<file path="config.mk">
export PLATFORM = sky130hd
export DESIGN_NAME = encode_instruction_loader
export DESIGN_NICKNAME = d
export VERILOG_FILES = /design/src/rtl/encode_instruction_loader.sv
export SDC_FILE = /design/constraint.sdc
export NUM_CORES = 1
export LEC_CHECK = 0
export ABC_AREA = 1
export CORE_MARGIN = 2
export CORE_UTILIZATION = 47
export DETAILED_ROUTE_END_ITERATION = 16
export PLACE_DENSITY_LB_ADDON = 0.2
export SLEW_MARGIN = 30
export SYNTH_ARGS = -nofsm -noshare
export SYNTH_HDL_FRONTEND = slang
export SYNTH_SLANG_ARGS = --single-unit
</file>
<file path="constraint.sdc">
create_clock -name clk -period 2.4 [get_ports clk]
set_input_delay 0.48 -clock clk [delete_from_list [all_inputs] [get_ports clk]]
set_output_delay 0.48 -clock clk [all_outputs]
set_load 0.05 [all_outputs]
</file>
<file path="src/rtl/encode_instruction_loader.sv">
// Packs decoded instruction fields into 16-bit words and writes them
// sequentially into instruction memory from a programmable base address.
// A 2-entry FIFO sits between the field stream and the memory write port.
module encode_instruction_loader #(
  parameter int WORD_SIZE      = 16,
  parameter int OPCODE_SIZE    = 4,
  parameter int REG_ADDR_SIZE  = 4,
  parameter int SMALL_IMM_SIZE = 4,
  parameter int BIG_IMM_SIZE   = 8,
  parameter int MEM_ADDR_SIZE  = 8
) (
  input  logic                      clk,
  input  logic                      reset,
  input  logic                      start,
  input  logic [MEM_ADDR_SIZE-1:0]  base_addr,
  input  logic [MEM_ADDR_SIZE:0]    count,
  input  logic                      in_valid,
  output logic                      in_ready,
  input  logic [OPCODE_SIZE-1:0]    in_opcode,
  input  logic [REG_ADDR_SIZE-1:0]  in_reg_dest,
  input  logic [REG_ADDR_SIZE-1:0]  in_reg_src,
  input  logic [SMALL_IMM_SIZE-1:0] in_small_imm,
  input  logic [BIG_IMM_SIZE-1:0]   in_big_imm,
  input  logic                      in_use_big,
  output logic                      mem_we,
  input  logic                      mem_ready,
  output logic [MEM_ADDR_SIZE-1:0]  mem_addr,
  output logic [WORD_SIZE-1:0]      mem_wdata,
  output logic                      busy,
  output logic                      done,
  output logic [MEM_ADDR_SIZE:0]    written
);

  typedef enum logic [1:0] {ST_IDLE, ST_LOAD, ST_DONE} state_t;

  localparam logic [MEM_ADDR_SIZE:0] CNT_ONE = 1;

  state_t                   state, state_next;
  logic [WORD_SIZE-1:0]     fifo_mem [2];
  logic                     wr_ptr, rd_ptr;
  logic [1:0]               fifo_cnt;
  logic                     fifo_full, fifo_empty;
  logic                     push, pop, last_pop;
  logic [MEM_ADDR_SIZE-1:0] base_q;
  logic [MEM_ADDR_SIZE:0]   count_q, accepted, written_q;
  logic [WORD_SIZE-1:0]     packed_word;

  // Pack the field set; the big immediate overlays the src and small immediate slots.
  always_comb begin
    if (in_use_big) packed_word = {in_opcode, in_reg_dest, in_big_imm};
    else            packed_word = {in_opcode, in_reg_dest, in_reg_src, in_small_imm};
  end

  assign fifo_full  = (fifo_cnt == 2'd2);
  assign fifo_empty = (fifo_cnt == 2'd0);
  assign mem_we     = !fifo_empty;
  assign mem_wdata  = fifo_mem[rd_ptr];
  assign mem_addr   = base_q + written_q[MEM_ADDR_SIZE-1:0];
  assign written    = written_q;
  assign push       = in_valid && in_ready;
  assign pop        = mem_we && mem_ready;
  assign last_pop   = pop && ((written_q + CNT_ONE) == count_q);

  // State register.
  always_ff @(posedge clk or posedge reset) begin
    // NOTE: sequential state always uses non-blocking assignments so every
    // flop samples pre-edge values regardless of block evaluation order.
    if (reset) state <= ST_IDLE;
    else       state <= state_next;
  end

  // Next-state and state-decoded outputs.
  always_comb begin
    // NOTE: every output gets a default first, so no path leaves a latch.
    state_next = state;
    in_ready   = 1'b0;
    busy       = 1'b0;
    done       = 1'b0;
    case (state)
      ST_IDLE: begin
        if (start) state_next = (count == '0) ? ST_DONE : ST_LOAD;
      end
      ST_LOAD: begin
        busy     = 1'b1;
        in_ready = !fifo_full && (accepted < count_q);
        if (last_pop) state_next = ST_DONE;
      end
      ST_DONE: begin
        done       = 1'b1;
        state_next = ST_IDLE;
      end
      default: state_next = ST_IDLE;
    endcase
  end

  // Load parameters and progress counters; start clears them only from IDLE.
  always_ff @(posedge clk or posedge reset) begin
    if (reset) begin
      base_q    <= '0;
      count_q   <= '0;
      accepted  <= '0;
      written_q <= '0;
    end else if (state == ST_IDLE && start) begin
      base_q    <= base_addr;
      count_q   <= count;
      accepted  <= '0;
      written_q <= '0;
    end else begin
      if (push) accepted  <= accepted + CNT_ONE;
      if (pop)  written_q <= written_q + CNT_ONE;
    end
  end

  // Two-entry FIFO between the packer and the memory write port.
  always_ff @(posedge clk or posedge reset) begin
    if (reset) begin
      // NOTE: the two storage words are reset so mem_wdata reads zero after
      // reset instead of X; at this depth the cost is negligible.
      fifo_mem[0] <= '0;
      fifo_mem[1] <= '0;
      wr_ptr      <= 1'b0;
      rd_ptr      <= 1'b0;
      fifo_cnt    <= 2'd0;
    end else begin
      if (push) begin
        fifo_mem[wr_ptr] <= packed_word;
        wr_ptr           <= ~wr_ptr;
      end
      if (pop) rd_ptr <= ~rd_ptr;
      case ({push, pop})
        2'b10:   fifo_cnt <= fifo_cnt + 2'd1;
        2'b01:   fifo_cnt <= fifo_cnt - 2'd1;
        default: fifo_cnt <= fifo_cnt;
      endcase
    end
  end

endmodule

</file>
==> out/results.tsv <==
stage	metric	value	unit
setup_path	Setup CP Type	flop to output port	
sta	setup TNS	-0.1905	ns
power	VDD IR-drop max	0.7673	mV
worst_hold_path	HP Start	fifo_mem[26]	
sta	Worst Skew	0.01045	ns
detailed_routing	wire per inst	14.58	um
cells_and_area	most frequent cells in the layout	nand2_1 (210), dfrtp_1 (67), clkdlybuf4s50_1 (59)	
cts	clock slew seen by the registers of the worst setup and hold paths	0.08	ns
place	GPL Wtd Cong	0.8272	
sta	Rel. slew slack	63.30	%
floorplan	initial core utilization	48.28	%
floorplan	full die area	9731	um2
sta	RSZ-0062 raised after global routing	yes	
cells_and_area	most common cell after layout, fill and taps aside	nand2_1	
synthesis	Ys Warns	0	
cts	worst skew pair latency	0.35	ns
synthesis	Synth area leader	dfrtp_1	
cells_and_area	fin cells	775	
power	Leakage	2.978	nW
setup_path	flop-to-flop setup slack	0.16	ns
synthesis	area share of the largest cell type after synthesis	43.39	%
place	port buffer count	83	
global_route	GR Util All Layers	24.30	%
detailed_routing	initial drt markers	255	
floorplan	core area	8721	um2
sta	final period utilization	106.5	%
cts	root buf cell	clkbuf_8	
cells_and_area	Layout area overhead	41.49	%
sta	post-route setup slack	-0.1554	ns
place	Area after DPL	5354	um2
detailed_routing	ANT nets after route	0	
power	Pwr Density	1393	nW/um2
setup_path	CP endpoint kind	output port	
floorplan	I/O pin cnt	84	
floorplan	die height	98.65	um
floorplan	row count	34	
setup_path	RR Startpoint	count_q[8]	
detailed_routing	Detailed Routing Iterations Pass 1	5	
power	total power	8.298	mW
setup_path	worst path arrival time	2.08	ns
cts	Sink Count	73	
synthesis	top post-synthesis cells by area	dfrtp_1 (43%), nand2_1 (19%), nand4_1 (6.8%)	
sta	Final setup viols	2	
cts	CTS Buf Count	9	
synthesis	Synth Register Bits	73	
worst_hold_path	hold crit path type	flop to flop	
detailed_routing	DR vias	4107	
outcome	status	finished with violations	
cells_and_area	layout net count	728	
detailed_routing	# DRC	0	
global_route	gr ovfl total	0	
outcome	failing checks	setup timing	
synthesis	share of the yosys chip area belonging to registers	43.39	%
cells_and_area	layout cells sized above 1	20.39	%
cells_and_area	Design Area, Final	5957	um2
cts	CTS max path bufs	2	
synthesis	Synth cell types	26	
cts	CTS tree	done	
worst_hold_path	endpoint of the worst hold path	fifo_mem[26]	
sta	Max Fclk	0.3913	GHz
setup_path	R2R Path End	fifo_cnt[1]	
detailed_routing	detailed-route wire length	11300	um
place	Final HPWL DP	7409	um
setup_path	Worst Setup Start Kind	flop	
synthesis	Mean Syn Cell Area	7.627	um2
cts	CTS H-tree depth	3	
global_route	first-pass GRT wire length	19200	um
synthesis	Mapped Cells	552	
sta	worst slew pin tran	0.5471	ns
setup_path	critical-path maximum fanout	2	
place	dpl ws	0.1199	ns
job	max_cap viols	0	
setup_path	reg2reg path depth	13	
floorplan	die width	98.65	um
worst_hold_path	Hold Crit Depth	2	
sta	hold slack	0.4739	ns
sta	Final Hold Fails	0	
cells_and_area	antenna diode count	0	
cts	hold_buf cts	0	
detailed_routing	routed vias/inst	5.299	
cells_and_area	Core Util, Final	68.31	%
sta	final critical path time including I/O delays and setup	2.555	ns
sta	Final Max Tran Viols	0	
place	number of cells after detailed placement	740	
global_route	largest net degree at the start of global routing	74	
global_route	antenna violations before repair	0	
setup_path	CP required	1.92	ns
global_route	vias in the first global route	4137	
synthesis	Syn Nets	618	
synthesis	Mapped Area	4210	um2
## synth_stat cells
| master | count |
|---|---|
| nand2_1 | 214 |
| dfrtp_1 | 73 |
| inv_1 | 46 |
| nand4_1 | 46 |
| nand3_1 | 35 |
| ha_1 | 18 |
| nor2_1 | 18 |
| o21ai_0 | 18 |
| clkbuf_1 | 17 |
| xor2_1 | 14 |
| a21oi_1 | 11 |
| mux2_2 | 8 |
| buf_2 | 6 |
| o22ai_1 | 5 |
| xnor2_1 | 5 |
| clkinv_1 | 3 |
| nor3_1 | 3 |
| buf_1 | 2 |
| inv_2 | 2 |
| nand3_2 | 2 |
| a21o_1 | 1 |
| fa_1 | 1 |
| nor2_2 | 1 |
| nor3_4 | 1 |
| nor4_1 | 1 |
| o211ai_1 | 1 |
## metal layers
metal  share of wire [%]  global-route usage, %
met1                  42                  31.13
met2                  51                  42.28
met3                 4.6                  3.262
met4                 2.3                  8.746
met5                   0                      0
## power breakdown
part           internal [mW]  total, mW  switching [mW]
sequential              1.71       2.01           0.308
combinational           2.05       5.17            3.12
clock                  0.616       1.11           0.496
total                   4.37       8.30            3.93
## logic make-up after synthesis
kind of cell             Yosys count  synth area share, %
AO/OA/AOI/OAI                     36                4.547
XOR/XNOR                          19                3.952
adder cells (fa/ha/maj)           19                5.825
buffers and inverters             76                6.954
flip-flops                        73                43.39
multiplexers                       8                2.140
AND/OR/NAND/NOR                  321                33.19
## flip-flops by register name, indices dropped and copies added, names as in the netlist
name	flops
wr_ptr	1
base_q	8
written	9
accepted	9
fifo_mem	32
rd_ptr	1
fifo_cnt	2
count_q	9
state	2
## worst max path at each step
| stage | start | end | slack, ns | cells past startpoint |
|---|---|---|---|---|
| 2_1_floorplan | written[0] | mem_addr[6] | -0.15 | 8 |
| 3_3_place_gp | written[0] | mem_addr[6] | 0.14 | 9 |
| 3_5_place_dp | base_q[0] | mem_addr[6] | 0.12 | 9 |
| 4_1_cts | written[0] | mem_addr[6] | -0.16 | 9 |
| 5_1_grt | base_q[0] | mem_addr[6] | -0.25 | 9 |
| 6_report | base_q[0] | mem_addr[6] | -0.16 | 9 |
## repair_timing
item                                    4_1_cts  5_1_grt
endpoints found under the setup margin        5        6
gates cloned                                  2        0
buffers inserted                             11        6
resized for setup                            26       11
pin swaps                                     9       13
## critical path, cell delays in order (launching register included)
cell and delay, ns:
dfrtp_1 0.37, ha_2 0.18, inv_1 0.05, fa_2 0.36
o21ai_2 0.14, nand2_1 0.09, a21oi_2 0.14, nor2_2 0.08
xnor2_4 0.18, buf_12 0.15
## layout make-up
| class | instances | area (um2) |
|---|---|---|
| clock buffer | 10 | 137.6 |
| inverter | 51 | 191.4 |
| multi-input combinational | 403 | 2312 |
| sequential | 73 | 1834 |
| clock inverter | 6 | 88.84 |
| fill | 683 | 2764 |
| tap | 108 | 135.1 |
| timing repair buffer | 124 | 1257 |
Note: power is estimated with default switching activity, not from simulation.
